$ cat config.mk
export PLATFORM = sky130hd
export DESIGN_NAME = atari_cpu_scheduler
export DESIGN_NICKNAME = d
export VERILOG_FILES = /design/src/rtl/atari_cpu_scheduler.sv
export SDC_FILE = /design/constraint.sdc
export NUM_CORES = 1
export LEC_CHECK = 0
export BUFFER_PORTS_ARGS = -buffer_cell sky130_fd_sc_hd__buf_4
export CAP_MARGIN = 20
export CORE_AREA = 4 4 58 60
export DETAILED_ROUTE_END_ITERATION = 7
export DIE_AREA = 0 0 62 64
export HOLD_SLACK_MARGIN = 0.12
export PLACE_DENSITY = 0.75
export SETUP_SLACK_MARGIN = 0.5
export SKIP_LAST_GASP = 1
export SLEW_MARGIN = 20
export SYNTH_ARGS = -nofsm -noshare
export SYNTH_HDL_FRONTEND = slang
export SYNTH_SLANG_ARGS = --single-unit
$ cat constraint.sdc
create_clock -name clk -period 1.8 [get_ports clk]
set_input_delay 0.27 -clock clk [delete_from_list [all_inputs] [get_ports clk]]
set_output_delay 0.27 -clock clk [all_outputs]
set_load 0.05 [all_outputs]
$ cat src/rtl/atari_cpu_scheduler.sv
// atari_cpu_scheduler
// Clock-enable generator for the 2600 core. It divides the color clock into
// CPU/RIOT ticks and tracks the horizontal position. It holds the 6507 in RDY=0
// after a WSYNC write until the scanline ends. It stretches the pending tick
// while external program memory reports busy.
//
// Ports:
//   clk           color clock (single domain)
//   rst           synchronous active-high reset
//   mem_busy      external memory not ready; defers the pending tick
//   wsync_wr      CPU write to TIA WSYNC; only honoured on a cpu_ce cycle
//   cpu_ce        6507 clock enable pulse (tick gated by rdy)
//   riot_ce       RIOT clock enable pulse (keeps running through WSYNC halts)
//   rdy           6507 RDY, low while halted by WSYNC
//   hpos          color-clock position within the line, 0..LINE_CLOCKS-1
//   line_start    high while hpos==0
//   stall_cycles  saturating count of cycles spent waiting on memory
module atari_cpu_scheduler #(
  parameter int LINE_CLOCKS = 228,
  parameter int CPU_DIV     = 3,
  parameter int STALL_W     = 16
) (
  input  logic               clk,
  input  logic               rst,
  input  logic               mem_busy,
  input  logic               wsync_wr,
  output logic               cpu_ce,
  output logic               riot_ce,
  output logic               rdy,
  output logic [7:0]         hpos,
  output logic               line_start,
  output logic [STALL_W-1:0] stall_cycles
);

  localparam int              PH_W      = (CPU_DIV > 1) ? $clog2(CPU_DIV) : 1;
  localparam logic [PH_W-1:0] PH_LAST   = PH_W'(CPU_DIV - 1);
  localparam logic [7:0]      HPOS_LAST = 8'(LINE_CLOCKS - 1);

  localparam logic [0:0] ST_RUN  = 1'b0;
  localparam logic [0:0] ST_HALT = 1'b1;

  logic [PH_W-1:0] phase;
  logic [0:0]      state;
  logic            at_tick_phase;
  logic            tick;
  logic            stall;
  logic            line_end;

  assign at_tick_phase = (phase == PH_LAST);
  assign tick          = at_tick_phase && !mem_busy;
  // A stalled cycle is one where the tick is due but memory holds it off.
  assign stall         = at_tick_phase && mem_busy;
  assign line_end      = (hpos == HPOS_LAST);

  assign rdy        = (state == ST_RUN);
  assign riot_ce    = tick;
  assign cpu_ce     = tick && rdy;
  assign line_start = (hpos == 8'd0);

  always_ff @(posedge clk) begin
    if (rst) begin
      hpos         <= '0;
      phase        <= '0;
      state        <= ST_RUN;
      stall_cycles <= '0;
    end else begin
      // The beam position never stalls; only the CPU/RIOT phase does.
      hpos <= line_end ? 8'd0 : hpos + 8'd1;

      // Phase holds at the last step while memory is busy, so the tick is
      // deferred, not dropped, and later ticks shift by the stall length.
      if (!at_tick_phase)
        phase <= phase + 1'b1;
      else if (!mem_busy)
        phase <= '0;

      if (stall && (stall_cycles != {STALL_W{1'b1}}))
        stall_cycles <= stall_cycles + 1'b1;

      case (state)
        // A WSYNC on the last clock of a line halts until the end of the next
        // line. cpu_ce can only be high in RUN, so the set always takes
        // priority over the release.
        ST_RUN:  if (cpu_ce && wsync_wr) state <= ST_HALT;
        ST_HALT: if (line_end)           state <= ST_RUN;
        default:                         state <= ST_RUN;
      endcase
    end
  end

endmodule

==> results of run 1 <==
-- metal layers --
layer,track usage,share of wire,vias to the layer above
met3,0.0364,0.043,8
met1,0.217,0.40,669
met4,0.0504,0.020,0
li1,-,-,662
met2,0.316,0.53,35
met5,0,0,-
-- what timing repair did --
action,4_1_cts,5_1_grt
gates cloned,1,0
hold buffers,0,0
pin swaps,9,8
gates resized for setup,12,34
setup endpoints to repair,19,33
buffers inserted,13,7
-- path summary, 6_finish.rpt --
check	start	end	slack [ns]	depth (start not counted)
worst min register to register	phase[1]$_SDFFE_PP0P_	phase[0]$_SDFFE_PP0P_	0.48	1
worst max-delay path	stall_cycles[1]$_SDFFE_PP0P_	stall_cycles[14]$_SDFFE_PP0P_	0.02	6
worst max register to register	stall_cycles[1]$_SDFFE_PP0P_	stall_cycles[14]$_SDFFE_PP0P_	0.02	6
worst min-delay path	wsync_wr	state$_SDFF_PP0_	0.17	3
-- stage by stage --
step,cell area (µm²),hold WS [ns],worst slack [ns],total power [mW],util
after floorplan,1400,0.409,-0.0160,0.723,-
after global placement,1670,0.436,0.0728,0.759,0.570
after detailed placement,1670,0.440,0.00769,0.763,0.570
after CTS,1850,0.162,0.104,1.04,0.633
after global routing,2040,0.180,-0.0496,1.10,0.697
final,2040,0.168,0.0237,1.06,0.697
-- synthesized netlist by cell type (3+ instances only) --
cell type / count / area, µm²
a21oi_1: 13 / 65.1
clkbuf_1: 3 / 11.3
dfxtp_1: 27 / 541
ha_1: 3 / 37.5
inv_1: 8 / 30.0
nand2_1: 8 / 30.0
nand3_1: 6 / 30.0
nand4_1: 5 / 31.3
nor2_1: 16 / 60.1
nor3_1: 7 / 35.0
o21ai_0: 4 / 20.0
o31ai_1: 8 / 60.1
or3_1: 5 / 31.3
or4_1: 7 / 52.6
xnor2_1: 4 / 35.0
-- registers in the layout, indices dropped and copies added (netlist names) --
register	count
hpos	8
phase	2
stall_cycles	16
state	1
-- cell type report --
type	count	area share
well taps	33	0.0202
repair buffers	53	0.236
multi-input cells	111	0.423
clock inverters	1	0.00245
flip-flops and latches	27	0.292
clock buffers	3	0.0110
inverters	8	0.0147
-- layout by cell type, fill, tap and decap left out, types with 2 or more instances in the layout --
cell type / netlist / layout
a21oi_1: 13 / 7
a21oi_2: 0 / 6
and3_1: 2 / 2
buf_4: 0 / 38
buf_6: 0 / 9
buf_8: 0 / 5
clkbuf_4: 0 / 3
dfxtp_2: 0 / 18
dfxtp_4: 0 / 9
ha_4: 0 / 2
inv_1: 8 / 8
nand2_1: 8 / 8
nand3_1: 6 / 6
nand4_1: 5 / 5
nor2_1: 16 / 15
nor3_1: 7 / 4
nor3_4: 0 / 2
nor4_4: 0 / 2
o21ai_0: 4 / 2
o21ai_1: 0 / 2
o31ai_1: 8 / 8
or3_1: 5 / 3
or3_4: 0 / 2
or4_1: 7 / 6
xnor2_1: 4 / 4
xor2_1: 2 / 2
-- logic make-up (layout without fill, tap and decap cells) --
family                   Yosys count  after routing
adder cells (fa/ha/maj)            3              3
AO/OA/AOI/OAI                     31             31
flip-flops                        27             27
AND/OR/NAND/NOR                   69             70
XOR/XNOR                           6              6
multiplexers                       1              1
buffers and inverters             13             65
-- power breakdown --
group	internal (mW)	total [mW]	leakage, nW	switching (mW)
Combinational	0.0705	0.169	0.519	0.0987
Clock	0.0836	0.269	0.0177	0.186
Sequential	0.602	0.619	0.234	0.0170
Total	0.756	1.06	0.771	0.302
-- worst max-delay path: stages, from the launching register on --
cell	delay (ns)
dfxtp_4	0.39
ha_4	0.16
nand4_1	0.14
buf_4	0.16
o2111ai_4	0.14
nor4_2	0.33
mux2_2	0.36
==> flow_summary.ini, run 1 <==
[route]
ant_nets = 0
dr.pass1.iters = 4
post_drt_via_cell_ratio = 5.82
wl_per_cell_um = 16.0
vias = 1374
first_iter_violations = 71
post-route-drc-count = 0
wl_um = 3770

[yosys]
seq_area_frac_synth = 0.421
synth_top_flop_cell = dfxtp_1
synthXorXnorAreaFrac = 0.0409
ys_ff_latch = 27
synth_top_family_by_area = simple AND/OR/NAND/NOR gates
synth_async_sr_flop_share = 0
syn-num-nets = 157
ys_warn_count = 0
muxShareOfSynthArea = 0.00877
synth-edff-count = 0
synthSimpleGateAreaFrac = 0.308
synth.distinct_cells = 36
synthAdderAreaFrac = 0.0292
netlist_instances = 150
synth-compound-area-share = 0.152
synth_area_mm2 = 0.00128
syn_area_per_cell_um2 = 8.56

[clock_tree]
cts_tree = built
numCtsBuffers = 3
htree_levels = 1
clockRootBuffer = clkbuf_4
clock_latency_ns = 0.33
clk_pin_slew_worst_paths_ns = 0.15
clk_path_buf_depth = 2
numClockSinks = 27

[timing]
slew_violations = 0
hold_viol_final = 0
fin_tns_setup_ns = 0
setup-violations-final = 0
period_needed_ns = 1.78
skew_ns = 0.00607
max_freq_ghz = 0.563
worst_pin_slew_ns = 0.369
fin_crit_sh = 0.987
rsz0062_at_grt = yes
relSlewSlack = 0.751

[global_route]
grt_overflow = 0
grt_max_degree = 24
grt_pass1_vias = 1234
grt_antenna_before_repair = 0
grtUsageTotal = 0.181
grt_pass1_wl_um = 5640

[place]
finalWeightedCongestion = 0.805
dp_cells = 211
portBuffers = 31
dp_hpwl_um = 2150

[floorplanning]
coreArea_mm2 = 0.00293
rows = 20
fp.dieH_um = 64
io_pins = 32
die_area_mm2 = 0.00397
initial_core_util = 0.438
die_width_um = 62

[layout]
drive_above_1_share = 0.557
fill_cells = 227
multi_input_area_um2 = 863
diodes = 0
regArea_um2 = 597
nets = 211
fin_cells = 236
syn_to_final_growth_pct = 59.0

[power]
p_leak_nw = 0.771
powerDensity_mw_per_mm2 = 518
max-vdd-ir-drop_uv = 424

[setup_path]
cp-end-kind = register
crit_path_start_kind = register
cp.required_ns = 2.04
path_max_fanout = 4
crit_arrival_ns = 2.02
path_class = register to register

[job]
drv_cap = 0

[hold_path]
hp-class = input port to register

[outcome]
status = finished clean
Power figures use the tool's default switching activity.
==> run 2, diff against run 1 <==
Clock period 1.8 ns to 1.5 ns, I/O delays scaled along.
==> flow_summary.ini, run 2 (synthesis results as in run 1) <==
[outcome]
status = finished with violations
violations = setup timing

[layout]
syn_to_final_growth_pct = 95.9
regMostFlops = stall_cycles
fin_area_mm2 = 0.00251
fin_cells = 265
mostFrequentLayoutCell = buf_6
largest_reg_flops = 16
fill_cells = 126
nets = 240
layout_common_cells = buf_6 (35), buf_4 (27), buf_8 (20), dfxtp_2 (14), dfxtp_4 (13)
top_regs = stall_cycles x16, hpos x8, phase x2
drive_above_1_share = 0.642
diodes = 0

[power]
swShare = 0.295
power_switching_mw = 0.385
p_int_mw = 0.920
seq_power_share = 0.561
clock_power_share = 0.255
p_leak_nw = 0.989
total_power_mw = 1.30
max-vdd-ir-drop_uv = 725
powerDensity_mw_per_mm2 = 519
comb_power_share = 0.184

[route]
wl_um = 4860
vias = 1524
post-route-drc-count = 0
dr.pass1.iters = 4
ant_nets = 0
first_iter_violations = 98
post_drt_via_cell_ratio = 5.75
wl_per_cell_um = 18.3

[setup_path]
path_class = register to register
r2r_cells = 4
path_cells = nand4_1, or3_4, or4_1, a21oi_1
timing.rr.start = stall_cycles[2]$_SDFFE_PP0P_
cp.required_ns = 1.78
crit_path_start_kind = register
crit_arrival_ns = 1.94
regToRegSetupSlack_ns = -0.16
cpPeakStageDelay_ns = 0.53
r2r-end = stall_cycles[7]$_SDFFE_PP0P_
path_max_fanout = 8
cp_slowest_cell = or4_1
cp-end-kind = register

[floorplanning]
io_pins = 32
fp.dieH_um = 64
die_area_mm2 = 0.00397
rows = 20
die_width_um = 62
coreArea_mm2 = 0.00293
initial_core_util = 0.438

[timing]
rsz0062_at_grt = yes
worst_pin_slew_ns = 0.316
slew_violations = 0
max_freq_ghz = 0.603
hold_viol_final = 0
hold_slack_ns = 0.223
fin_tns_setup_ns = -1.78
fin_crit_sh = 1.11
period_needed_ns = 1.66
skew_ns = 0.00164
setup-violations-final = 18
worst_slack_ns = -0.158
relSlewSlack = 0.788

[global_route]
grt_use_met2 = 0.390
top_usage_layer = met2
grt_use_met3 = 0.0465
grt_antenna_before_repair = 0
grtUsageTotal = 0.233
grt_max_degree = 24
grt_pass1_wl_um = 7030
met1_usage = 0.267
grt_overflow = 0
grt_pass1_vias = 1517

[hold_path]
hp-start = rst
whs_endpoint = stall_cycles[3]$_SDFFE_PP0P_
whs_path_depth = 2
hp-class = input port to register

[place]
portBuffers = 31
placed_cell_area_mm2 = 0.00192
finalWeightedCongestion = 0.745
dp_cells = 240
dp_hpwl_um = 2440

[job]
drv_cap = 0

[clock_tree]
clk_path_buf_depth = 2
htree_levels = 1
cts_tree = built
numCtsBuffers = 3
clockRootBuffer = clkbuf_4
clk_pin_slew_worst_paths_ns = 0.15
numClockSinks = 27
clock_latency_ns = 0.34
## run 2: repair_timing
item,4_1_cts,5_1_grt
pin swaps,15,7
hold buffers,1,0
cloned,2,0
setup endpoints to repair,51,52
buffers inserted,11,7
resized for setup,81,25
hold endpoints to repair,1,0
## run 2: cell type report
cell class              count  area [µm²]  area share
clock buffers               3        22.5     0.00896
clock inverters             1        5.00     0.00199
inverters                   8        30.0      0.0119
multi-input cells         110         902       0.359
flip-flops and latches     27         607       0.241
well taps                  33        41.3      0.0164
repair buffers             83         907       0.361
## run 2: worst max-delay path: cells and delay by family, from the launching register on
family	cells	cell delay, ns
and+or+nand+nor	3	1.07
DFF	1	0.39
AOI/OAI and AO/OA	1	0.14
## run 2: metal layers
| metal | part of all wire | up-vias |
|---|---|---|
| met4 | 0.050 | 0 |
| met2 | 0.52 | 58 |
| met5 | 0 | - |
| met3 | 0.046 | 26 |
| met1 | 0.38 | 725 |
| li1 | - | 715 |
## run 2: power groups by stage
stage	clock network [mW]	logic [mW]	registers [mW]
floorplan	0	0.0871	0.783
global placement	0	0.177	0.751
detailed placement	0	0.183	0.752
CTS	0.329	0.229	0.731
global route	0.360	0.254	0.734
finish	0.333	0.240	0.732
## run 2: worst max path at each step
stage	start	end	cells past startpoint	slack (ns)
6_report	stall_cycles[2]$_SDFFE_PP0P_	stall_cycles[7]$_SDFFE_PP0P_	4	-0.16
5_1_grt	stall_cycles[0]$_SDFFE_PP0P_	stall_cycles[7]$_SDFFE_PP0P_	4	-0.25
4_1_cts	stall_cycles[1]$_SDFFE_PP0P_	stall_cycles[4]$_SDFFE_PP0P_	7	-0.12
3_5_place_dp	stall_cycles[1]$_SDFFE_PP0P_	stall_cycles[4]$_SDFFE_PP0P_	7	-0.16
3_3_place_gp	stall_cycles[1]$_SDFFE_PP0P_	stall_cycles[11]$_SDFFE_PP0P_	7	-0.1
2_1_floorplan	stall_cycles[1]$_SDFFE_PP0P_	stall_cycles[1]$_SDFFE_PP0P_	6	-0.32
## run 2: per-stage QoR
stage,worst slack [ns],util
6_report,-0.158,0.859
5_1_grt,-0.253,0.859
4_1_cts,-0.119,0.807
3_5_place_dp,-0.163,0.655
3_3_place_gp,-0.0956,0.655
2_1_floorplan,-0.316,-
